[src/rtl/load_store_unit_pkg.sv]
// Shared encodings for the byte-serial load/store unit: funct3 codes, FSM states, size decode.
package load_store_unit_pkg;

  typedef enum logic [1:0] {
    S_IDLE  = 2'd0,
    S_ISSUE = 2'd1,
    S_RESP  = 2'd2
  } state_e;

  localparam logic [2:0] F3_LB  = 3'b000;
  localparam logic [2:0] F3_LH  = 3'b001;
  localparam logic [2:0] F3_LW  = 3'b010;
  localparam logic [2:0] F3_LBU = 3'b100;
  localparam logic [2:0] F3_LHU = 3'b101;

  localparam logic [1:0] SZ_B = 2'b00;
  localparam logic [1:0] SZ_H = 2'b01;
  localparam logic [1:0] SZ_W = 2'b10;

  // Index of the final byte of an access (nbytes - 1).
  function automatic logic [1:0] last_idx(logic [1:0] sz);
    unique case (sz)
      SZ_B:    return 2'd0;
      SZ_H:    return 2'd1;
      default: return 2'd3;
    endcase
  endfunction

  // funct3 3/6/7 are never legal; stores have no unsigned forms.
  function automatic logic f3_illegal(logic [2:0] f3, logic store);
    return (f3[1:0] == 2'b11) || (f3 == 3'b110) || (store && f3[2]);
  endfunction

  function automatic logic [7:0] byte_sel(logic [31:0] w, logic [1:0] i);
    unique case (i)
      2'd0:    return w[7:0];
      2'd1:    return w[15:8];
      2'd2:    return w[23:16];
      default: return w[31:24];
    endcase
  endfunction

endpackage

[src/rtl/load_extender.sv]
// Combinational load-result formatter: sign/zero extension of an assembled little-endian word.
module load_extender
  import load_store_unit_pkg::*;
(
  input  logic [2:0]  func3,
  input  logic [31:0] asm_word,
  output logic [31:0] result
);

  always_comb begin
    result = '0;
    unique case (func3)
      F3_LB:   result = {{24{asm_word[7]}}, asm_word[7:0]};
      F3_LH:   result = {{16{asm_word[15]}}, asm_word[15:0]};
      F3_LW:   result = asm_word;
      F3_LBU:  result = {24'd0, asm_word[7:0]};
      F3_LHU:  result = {16'd0, asm_word[15:0]};
      default: result = '0;
    endcase
  end

endmodule

[src/rtl/load_store_unit.sv]
// Byte-serial load/store initiator: splits 1/2/4-byte requests into req/ack byte accesses.
// Optional build macro MISALIGN_TRAP_EN: misaligned halfword/word requests trap without access.
module load_store_unit
  import load_store_unit_pkg::*;
#(
  parameter int unsigned ADDR_W   = 32,
  parameter int unsigned MAX_WAIT = 15
) (
  input  logic              clk,
  input  logic              rst_n,
  input  logic              req_valid,
  output logic              req_ready,
  input  logic              req_store,
  input  logic [2:0]        req_func3,
  input  logic [ADDR_W-1:0] req_addr,
  input  logic [31:0]       req_wdata,
  output logic              resp_valid,
  output logic              resp_err,
  output logic [31:0]       resp_data,
  output logic              busy,
  output logic              mem_req,
  output logic              mem_we,
  output logic [ADDR_W-1:0] mem_addr,
  output logic [7:0]        mem_wdata,
  input  logic [7:0]        mem_rdata,
  input  logic              mem_ack
);

  state_e            state_q;
  logic [ADDR_W-1:0] base_q;
  logic [31:0]       wdata_q;
  logic [2:0]        func3_q;
  logic              store_q;
  logic [1:0]        idx_q;
  logic [1:0]        last_q;
  logic [7:0]        wait_q;
  logic [31:0]       asm_q;

  logic              mem_req_q;
  logic              mem_we_q;
  logic [ADDR_W-1:0] mem_addr_q;
  logic [7:0]        mem_wdata_q;
  logic              resp_valid_q;
  logic              resp_err_q;
  logic [31:0]       resp_data_q;

  logic [31:0]       asm_next;
  logic [31:0]       ext_data;
  logic [1:0]        idx_nxt;
  logic              misalign;
  logic              req_bad;

`ifdef MISALIGN_TRAP_EN
  assign misalign = ((req_func3[1:0] == SZ_H) && req_addr[0]) ||
                    ((req_func3[1:0] == SZ_W) && (req_addr[1:0] != 2'b00));
`else
  assign misalign = 1'b0;
`endif

  assign req_bad = f3_illegal(req_func3, req_store) || misalign;
  assign idx_nxt = idx_q + 2'd1;

  // Assembly word with the byte arriving this cycle already merged in.
  always_comb begin
    asm_next = asm_q;
    unique case (idx_q)
      2'd0: asm_next[7:0]   = mem_rdata;
      2'd1: asm_next[15:8]  = mem_rdata;
      2'd2: asm_next[23:16] = mem_rdata;
      2'd3: asm_next[31:24] = mem_rdata;
    endcase
  end

  load_extender u_load_extender (
    .func3    (func3_q),
    .asm_word (asm_next),
    .result   (ext_data)
  );

  always_ff @(posedge clk or negedge rst_n) begin
    if (!rst_n) begin
      state_q      <= S_IDLE;
      base_q       <= '0;
      wdata_q      <= '0;
      func3_q      <= '0;
      store_q      <= 1'b0;
      idx_q        <= '0;
      last_q       <= '0;
      wait_q       <= '0;
      asm_q        <= '0;
      mem_req_q    <= 1'b0;
      mem_we_q     <= 1'b0;
      mem_addr_q   <= '0;
      mem_wdata_q  <= '0;
      resp_valid_q <= 1'b0;
      resp_err_q   <= 1'b0;
      resp_data_q  <= '0;
    end else begin
      unique case (state_q)
        S_IDLE: begin
          if (req_valid) begin
            base_q  <= req_addr;
            wdata_q <= req_wdata;
            func3_q <= req_func3;
            store_q <= req_store;
            last_q  <= last_idx(req_func3[1:0]);
            idx_q   <= '0;
            wait_q  <= '0;
            asm_q   <= '0;
            if (req_bad) begin
              state_q      <= S_RESP;
              resp_valid_q <= 1'b1;
              resp_err_q   <= 1'b1;
              resp_data_q  <= '0;
            end else begin
              state_q     <= S_ISSUE;
              mem_req_q   <= 1'b1;
              mem_we_q    <= req_store;
              mem_addr_q  <= req_addr;
              mem_wdata_q <= req_wdata[7:0];
            end
          end
        end
        S_ISSUE: begin
          if (mem_ack) begin
            if (!store_q) asm_q <= asm_next;
            if (idx_q == last_q) begin
              state_q      <= S_RESP;
              mem_req_q    <= 1'b0;
              mem_we_q     <= 1'b0;
              resp_valid_q <= 1'b1;
              resp_err_q   <= 1'b0;
              resp_data_q  <= store_q ? 32'd0 : ext_data;
            end else begin
              idx_q       <= idx_nxt;
              wait_q      <= '0;
              mem_addr_q  <= base_q + ADDR_W'(idx_nxt);
              mem_wdata_q <= byte_sel(wdata_q, idx_nxt);
            end
          end else if (wait_q == 8'(MAX_WAIT - 1)) begin
            // Timeout: already-written bytes stay in memory.
            state_q      <= S_RESP;
            mem_req_q    <= 1'b0;
            mem_we_q     <= 1'b0;
            resp_valid_q <= 1'b1;
            resp_err_q   <= 1'b1;
            resp_data_q  <= '0;
          end else begin
            wait_q <= wait_q + 8'd1;
          end
        end
        S_RESP: begin
          state_q      <= S_IDLE;
          resp_valid_q <= 1'b0;
          resp_err_q   <= 1'b0;
          resp_data_q  <= '0;
          mem_addr_q   <= '0;
          mem_wdata_q  <= '0;
        end
        default: state_q <= S_IDLE;
      endcase
    end
  end

  assign req_ready  = (state_q == S_IDLE);
  assign busy       = (state_q != S_IDLE);
  assign resp_valid = resp_valid_q;
  assign resp_err   = resp_err_q;
  assign resp_data  = resp_data_q;
  assign mem_req    = mem_req_q;
  assign mem_we     = mem_we_q;
  assign mem_addr   = mem_addr_q;
  assign mem_wdata  = mem_wdata_q;

endmodule

[config.mk]
export PLATFORM = sky130hd
export DESIGN_NAME = load_store_unit
export DESIGN_NICKNAME = d
export VERILOG_FILES = /design/src/rtl/load_store_unit_pkg.sv /design/src/rtl/load_extender.sv /design/src/rtl/load_store_unit.sv
export SDC_FILE = /design/constraint.sdc
export NUM_CORES = 1
export LEC_CHECK = 0
export ABC_AREA = 1
export BUFFER_PORTS_ARGS = -buffer_cell sky130_fd_sc_hd__buf_2
export CORE_MARGIN = 2
export CORE_UTILIZATION = 45
export DETAILED_ROUTE_END_ITERATION = 8
export GPL_TIMING_DRIVEN = 0
export PLACE_DENSITY = 0.65
export SYNTH_ARGS = -nofsm -noshare
export SYNTH_HDL_FRONTEND = slang
export SYNTH_SLANG_ARGS = --single-unit
[constraint.sdc]
create_clock -name clk -period 2.31 [get_ports clk]
set_clock_uncertainty 0.05 [all_clocks]
set_input_delay 0.231 -clock clk [delete_from_list [all_inputs] [get_ports clk]]
set_output_delay 0.231 -clock clk [all_outputs]
set_load 0.03 [all_outputs]
==> flow_results.org, run 1 <==
** Worst setup path
- Arrival time reported for the critical path endpoint :: 2480 ps
- Worst-case reg-to-reg path depth :: 13
- The critical path goes through clkinvlp_4 > buf_4 > ha_4 > inv_1 > fa_2 > nor2_4 > nand2_4 > nor2_4 > nand3_2 > nand2_1 > nand2_1 > nand2_1 > a21oi_1.
- The worst setup path is captured at a flip-flop.
- The setup path with the least slack is of type reg -> reg.
- CP max FO :: 6
- In this design, the largest share of critical-path delay is due to simple AND/OR/NAND/NOR gates.
- Slowest stage cell, crit path :: dfrtp_2
- Most common cell on crit path :: nand2_1
- Depth of the critical timing path with buffers and inverters included :: 13
- The largest single stage delay on the critical path is 430 ps.
- Worst path buffer plus inverter count :: 3
- STA classifies the critical path startpoint as a flip-flop.
- For the worst setup path, the data required time is 2580 ps.

** Synthesis
- The synthesized design contains 0 enable-type register cells.
- Most instantiated library cell after synthesis :: nand2_1
- The netlist uses 40 different library cells.
- Most numerous cell types in the synthesized netlist :: 451 x nand2_1, 190 x dfrtp_1, 119 x o21ai_0
- Top post-synthesis cells by area :: dfrtp_1 48%, nand2_1 17%, o21ai_0 6.0%, inv_1 4.5%, nor2_1 4.3%
- The share of synthesized area in the top cell type comes to between 40% and 50%.
- After synthesis the netlist holds a flip-flop and latch count of 190.
- Synthesis produced a netlist with a net count of 1411.
- Of the synthesized area, sequential elements account for 48.0%.
- Leading register cell type out of synthesis :: dfrtp_1
- Cell count after synthesis :: 1315
- Averaged over all synthesized cells, the footprint is 7.53 um2.
- Async SR Flop Fraction :: 100%
- For this run, the number of Yosys warnings is 0.
- Synth Cell Area :: between 9000 and 10000 um2
- The synthesized design spends more area on one cell type than any other, namely dfrtp_1.

** Layout
- The sequential cells in the finished layout cover a total of 4760 um2.
- Count of filler cells inserted in the layout :: 2069
- Once layout is complete, the utilization of the core stands at 56.5%.
- 0 antenna diodes ended up in the layout.
- In the final layout, the share of cells above drive strength 1 is 18.5%.
- Area growth from synthesis to final layout :: 23.8%
- After the last flow step, the layout net total stands at between 1500 and 2000.
- Total area of multi-input combinational cells :: around 4500 um2

** Clock tree
- For the worst-skew pair, the clock arrives at the later sink with an insertion delay of roughly 430 ps.
- TritonCTS built the clock tree.
- After clock tree synthesis, the clock-pin slew on the worst setup and hold paths is 80 ps.
- The H-tree was split into 4 levels.
- Maximum buffer depth of the clock tree :: 2
- Clk sink count :: 190
- In this run the clock root is driven by a clkbuf_16.
- TritonCTS created 17 clock buffers.

** Min path
- Counting instances, the worst hold path has a depth of 3.
- Path class of the lowest-slack min-delay path :: in -> reg

** Timing
- Setup repair after global routing could not meet its margin everywhere.
- Final Setup Violations :: 0
- The worst path uses 95.8% of the clock period.
- Worst hold slack after final layout :: 11.8 ps
- Fmax :: 452 MHz
- Clock period minus final worst setup slack :: 2210 ps
- At the pin with the least slew margin, the transition time is 680 ps.
- The count of endpoints failing hold in the final timing report is 0.
- The number of pins with negative max-slew slack in the final report is 0.
- Normalized max-slew margin :: a little over half

** Detailed routing
- In the routed design, unresolved DRC markers number 0.
- The detailed router put a total of around 13000 um of wire on met1.
- In this run the remaining antenna-violating nets after routing total 0.
- Detailed-route via count :: 9367
- WL met2 :: 12900 um
- For this run, the detailed router's first-pass iteration total came to 6.
- Top routing layer in use :: met4
- Detailed routing placed a total of roughly 1600 um of wire on met3.
- Final wirelength :: 28200 um
- In this run, the number of DRC markers left after iteration 0 of detailed routing was 692.
- Average wire per standard cell :: 15.4 um
- Vias per Instance :: just over 5

** Status
- Result of the run :: completed

** Global routing
- Number of global-route vias before repair :: around 9000
- In the global route stage, overall resource usage came out at between 20% and 30%.
- First-pass GRT wire length :: 45700 um
- Entering global routing, the biggest net connects 115 pins.
- The initial antenna violation count came to 0.
- After global routing the overflow that remains totals 0.

** Pwr
- Dividing total power by cell area gives a power density of around 1300 nW/um2.
- The design draws 16.4 mW.
- Standby leakage power :: 6.12 nW
- Worst supply voltage drop on vdd :: between 800 and 900 uV

** Placed design
- Detailed placement finished with a half-perimeter wire length of 20400 um.
- Placer Congestion :: 0.926
- Port Buffer Count :: around 160

** Die
- Number of placed I/O pins :: between 150 and 200
- Vertical die dimension :: 152 um
- The die is around 150 um wide.
- Once the floorplan was initialized, standard cells occupied about 46% of the core.
- Standard-cell row count :: 54
- Overall die area :: between 20000 and 25000 um2
- Core outline area :: 21700 um2

** Job
- The tool flagged a number of max-cap violations equal to 0.
tightest hold or removal path: cells and delay by family:
family / cells / cell delay [ps]
compound gates: 1 / 70
buf+inv: 2 / 150
state kept, by name, summed over array words and instances (netlist names), 3 cells and up:
name       flops
asm_q         32
base_q        32
func3_q        3
mem_addr      32
mem_wdata      8
resp_data     32
wait_q         8
wdata_q       32
path summary, 6_finish.rpt:
path,start,end,slack [ps]
setup / recovery,idx_q[0]$_DFFE_PN0P_,mem_addr[28]$_DFFE_PN0P_,100
hold / removal,req_wdata[6],wdata_q[6]$_DFFE_PN0P_,10
setup reg to reg,idx_q[0]$_DFFE_PN0P_,mem_addr[28]$_DFFE_PN0P_,100
hold reg to reg,mem_req$_DFFE_PN0P_,mem_req$_DFFE_PN0P_,430
max in group asynchronous,rst_n,idx_q[1]$_DFFE_PN0P_,810
min in group asynchronous,rst_n,resp_data[2]$_DFFE_PN0P_,310
cell type report:
class                      instances  area share, %
buffer                            61           2.88
clock buffer                      19           3.61
clock inverter                    13           1.06
inverter                         126           3.89
multi-input combinational        939           36.4
sequential                       190           38.8
tap                              280           2.86
timing repair buffer             206           10.5
metrics by stage:
stage / std cells / setup WS (ps) / TNS, ps / cell area, um2
after global routing: 1834 / -44.6 / -72.3 / 12300
after detailed placement: 1752 / -466 / -5650 / 11100
after CTS: 1827 / -66.6 / -203 / 12100
after floorplan: 1315 / 24.1 / 0 / 9900
after global placement: 1751 / -2290 / -436160 / 11000
final: 1834 / 96.1 / 0 / 12300
power by group:
part	switching, mW	internal, mW	total (mW)
combinational	5.60	2.55	8.15
clock	1.39	1.54	2.93
sequential	0.843	4.52	5.36
total	7.83	8.61	16.4
cells by family (layout without fill, tap and decap cells):
family	count (synthesis)	after routing	synth area share (%)
xor gates and xnor gates	4	4	0.354
muxes	14	14	1.50
buffers and inverters	187	425	8.19
DFF	190	190	48.0
and+or+nand+nor	660	661	26.9
adders and majority gates	16	16	2.10
AOI/OAI and AO/OA	244	244	13.0
layer usage:
metal / track usage, % / vias to the layer above
met5: 0 / -
met1: 34.3 / 4367
met3: 3.10 / 39
met2: 39.2 / 323
met4: 8.06 / 0
li1: - / 4638
placed cells by master (no fill, tap or decap), types with 4 or more instances in the layout:
| cell | n |
|---|---|
| buf_4 | 14 |
| nand3_1 | 61 |
| mux2_2 | 7 |
| buf_2 | 163 |
| nor2_4 | 6 |
| clkinvlp_4 | 4 |
| clkinv_4 | 4 |
| clkbuf_1 | 28 |
| o21ai_1 | 44 |
| nand4_1 | 10 |
| inv_1 | 115 |
| nor2_1 | 109 |
| nand2_2 | 6 |
| a31oi_1 | 9 |
| nor2_2 | 7 |
| clkbuf_2 | 4 |
| dfrtp_1 | 188 |
| a21oi_1 | 55 |
| mux2i_1 | 7 |
| ha_1 | 13 |
| o21ai_0 | 117 |
| buf_1 | 4 |
| buf_6 | 11 |
| inv_2 | 9 |
| nand2_1 | 446 |
| a21oi_2 | 6 |
| clkbuf_16 | 17 |
| dlygate4sd3_1 | 39 |
repair_timing:
| item | 4_1_cts | 5_1_grt |
|---|---|---|
| pin swaps | 3 | 10 |
| gates resized for setup | 14 | 35 |
| hold buffers | 39 | 0 |
| gates cloned | 1 | 0 |
| buffers inserted | 3 | 7 |
| endpoints found under the hold margin | 114 | 0 |
| endpoints found under the setup margin | 38 | 55 |
Power figures use the tool's default switching activity.
==> inputs of run 2 (changes only) <==
- BUFFER_PORTS_ARGS: -buffer_cell sky130_fd_sc_hd__buf_2 -> -buffer_cell sky130_fd_sc_hd__buf_4
==> run 2 against run 1 <==
  * Global-route usage up 0.44 points
  * Via count increased by 0.33%
  * Combinational power increased by 2.6%
  * Non-clock buffer count up 3
  * First-iteration DRC count decreased by 1.3%
  * Count of clock-buffer cells in the layout grew 1
  * Maximum frequency decreased by 3.7%
  * Final cell count grew 0.16%
  * Highest routed layer unchanged
==> flow_results.org, run 2 (same netlist as run 1, synthesis figures left out) <==
** Status
- Result of the run :: completed

** Clock tree
- Count of H-tree levels built during CTS :: 4 (unchanged)
- The clock sink count is 190 (unchanged).
- The TritonCTS buffer count came to 17 (unchanged).
- TritonCTS built the clock tree.
- Maximum buffer depth of the clock tree :: 2 (unchanged)
- Clock network latency to the later pin of the worst-skew pair :: 440 ps (about the same)
- Cell at the root of the clock tree :: clkbuf_16
- Clock transition at the registers of the reported paths :: 70 ps (about the same)

** Placed design
- The detailed-placement wirelength estimate came to 20600 um (+0.82%).
- The instance count after placement with tap cells included is 1752 (unchanged).
- The worst setup slack after placement came to -486 ps (-19.8 ps).
- Port Buffer Count :: 156 (unchanged)
- The cell area after placement is 11500 um2 (+3.5%).
- Placer Congestion :: 0.916 (-1.1%)

** Die
- Die outline width :: 152 um (unchanged)
- Effective utilization at floorplan :: 45.7% (unchanged)
- The standard-cell row count came to 54 (unchanged).
- Vertical die dimension :: 152 um (unchanged)
- The I/O pin count came to 158 (unchanged).
- The placeable core region came to 21700 um2 (unchanged).
- The die area came to 23200 um2 (unchanged).

** Worst setup path
- By startpoint and endpoint, the worst setup path is classified as reg -> reg.
- Arrival time reported for the critical path endpoint :: 2580 ps (+100 ps)
- CP max FO :: 6 (unchanged)
- Critical Path Start Type :: flip-flop
- The worst path required time was 2590 ps (about the same).
- The count of cells along the worst register-to-register path was 12 (-1).
- The worst setup path is captured at a flip-flop.

** Global routing
- Number of global-route vias before repair :: 9229 (+2.8%)
- Congestion Overflow GR :: 0 (unchanged)
- Antenna violations before repair :: 1 (+1)
- First-pass GRT wire length :: 46500 um (+1.7%)
- The pin count of the biggest net entering global routing is 119 (+3.5%).
- The overall global routing resource usage was 24.8% (+0.44 points).

** Pwr
- Worst supply voltage drop on vdd :: 713 uV (-11%)
- The switching power came to 7.77 mW (-0.73%).
- Relative contribution of sequential cells to total power :: 32.6% (about the same)
- Int Pwr :: 8.75 mW (+1.7%)
- Standby leakage power :: 6.19 nW (+1.1%)
- Combinational cell fraction of total power :: 50.6% (+1.0 points)
- The proportion of power drawn by the clock network is 16.8% (-1.0 points).
- Pwr Density :: 1310 nW/um2 (-2.4%)
- The net switching share of the total power is 47.0% (-0.60 points).

** Min path
- The worst hold path cell count is 3 (unchanged).
- The tightest min-delay check is of the in -> reg type.

** Detailed routing
- The detail-routed via count per cell is 5.12 (+0.17%).
- Starting DRT DRC Count :: 683 (-1.3%)
- The number of antenna-violating nets in the routed design came to 0 (unchanged).
- Final wirelength :: 28400 um (+0.71%)
- Detailed-route via count :: 9398 (+0.33%)
- The routed wirelength normalized by instance count was 15.5 um (+0.54%).
- The first-pass iteration count of the detailed router came to 5 (-1).
- Residual DRC count :: 0 (unchanged)

** Timing
- The setup violation total in the final timing report was 0 (unchanged).
- Final worst setup slack :: 10.4 ps (-85.7 ps)
- Clock period minus final worst setup slack :: 2300 ps (+85.7 ps)
- The summed negative setup slack over all endpoints is 0 ps (unchanged).
- The transition time at the pin with the least slew margin was 646 ps (-34.2 ps).
- The worst slew margin relative to its limit is 57.0% (+2.3 points).
- The count of endpoints failing hold in the final timing report is 0 (unchanged).
- Fmax :: 435 MHz (-3.7%)
- Final Slew Violations :: 0 (unchanged)
- The worst hold slack across all endpoints was 23.4 ps (+11.5 ps).
- Period utilisation layout :: 99.6% (+3.7 points)
- RSZ-0062 raised after global routing :: true

** Layout
- In the layout the commonest cells are 449 x nand2_1, 188 x dfrtp_1, 166 x buf_4, 118 x o21ai_0, 114 x inv_1.
- Proportion of layout cells with a drive suffix above 1 :: 18.2% (-0.35 points)
- Post-route insts no fill :: 1837 (+0.16%)
- Leaving out fill and tap cells, the most frequent cell in the layout is nand2_1.
- Net count of the finished layout :: 1640 (+0.18%)
- Area growth from synthesis to final layout :: 27.5%
- The post-route standard cell area excluding fillers is 12600 um2 (+3.0%).

** Job
- The max-cap violation count was 0 (unchanged).
==> run 2: cell types whose count changed in the layout (fill, tap and decap cells not counted), moves of 2 or more <==
cell	delta
dlygate4sd3_1	+5
a21oi_1	+3
clkbuf_2	+2
buf_2	-154
nand2_2	-2
o21ai_1	-2
buf_4	+152
clkinvlp_4	+3
a21oi_2	-3
nand2_1	+3
==> run 2: final timing paths <==
| path | start | end | slack [ps] |
|---|---|---|---|
| max in group asynchronous | rst_n | idx_q[1]$_DFFE_PN0P_ | 880 |
| worst min-delay path | req_func3[1] | last_q[1]$_DFFE_PN0P_ | 20 |
| worst max-delay path | idx_q[0]$_DFFE_PN0P_ | mem_addr[28]$_DFFE_PN0P_ | 10 |
| worst min register to register | mem_req$_DFFE_PN0P_ | mem_req$_DFFE_PN0P_ | 430 |
| min in group asynchronous | rst_n | resp_data[2]$_DFFE_PN0P_ | 280 |
| worst max register to register | idx_q[0]$_DFFE_PN0P_ | mem_addr[28]$_DFFE_PN0P_ | 10 |
==> run 2: timing repair <==
item	4_1_cts	5_1_grt
setup buffers	2	6
resized for setup	16	31
cloned	1	0
endpoints found under the setup margin	39	50
pin swaps	3	9
endpoints found under the hold margin	115	0
hold buffers	44	0
==> run 2: worst max-delay path: stages (launching register included) <==
cell and delay (ps):
dfrtp_2 390, clkinvlp_4 160, ha_4 320, inv_2 40, fa_2 370, nor2_4 170, nand2_2 100, nor2_4 230
nand3_2 100, nand2_1 70, nand2_1 50, nand2_1 80, a21oi_1 70
==> run 2: final cells by class <==
cell class                      count  area, um2
Fill cell                        2016       9060
Sequential cell                   190       4760
Multi-Input combinational cell    939       4440
Timing Repair Buffer              209       1710
Inverter                          126        477
Clock buffer                       20        447
Buffer                             61        353
Tap cell                          280        350
Clock inverter                     11       88.8
Antenna cell                        1       2.50
==> run 2: power by group through the flow <==
stage	sequential [mW]	combinational, mW	clock (mW)
6_report	5.40	8.36	2.77
3_3_place_gp	5.41	7.97	0
3_5_place_dp	5.42	8.10	0
5_1_grt	5.53	9.28	2.94
2_1_floorplan	6.04	4.71	0
4_1_cts	5.37	8.25	2.80
==> run 2: routing by layer <==
layer  vias to the layer above  GRT usage (%)  wire length [um]
met3                        51           4.86              1610
li1                       4646              -                 -
met2                       284           40.1             13200
met4                         0           7.61               650
met5                         -              0                 0
met1                      4417           33.8             13000
==> run 2: through the flow <==
| step | utilization (%) | total power [mW] |
|---|---|---|
| after CTS | 57.6 | 16.4 |
| after detailed placement | 52.8 | 13.5 |
| after global placement | 52.7 | 13.4 |
| after global routing | 58.2 | 17.8 |
| after floorplan | - | 10.8 |
| final | 58.2 | 16.5 |
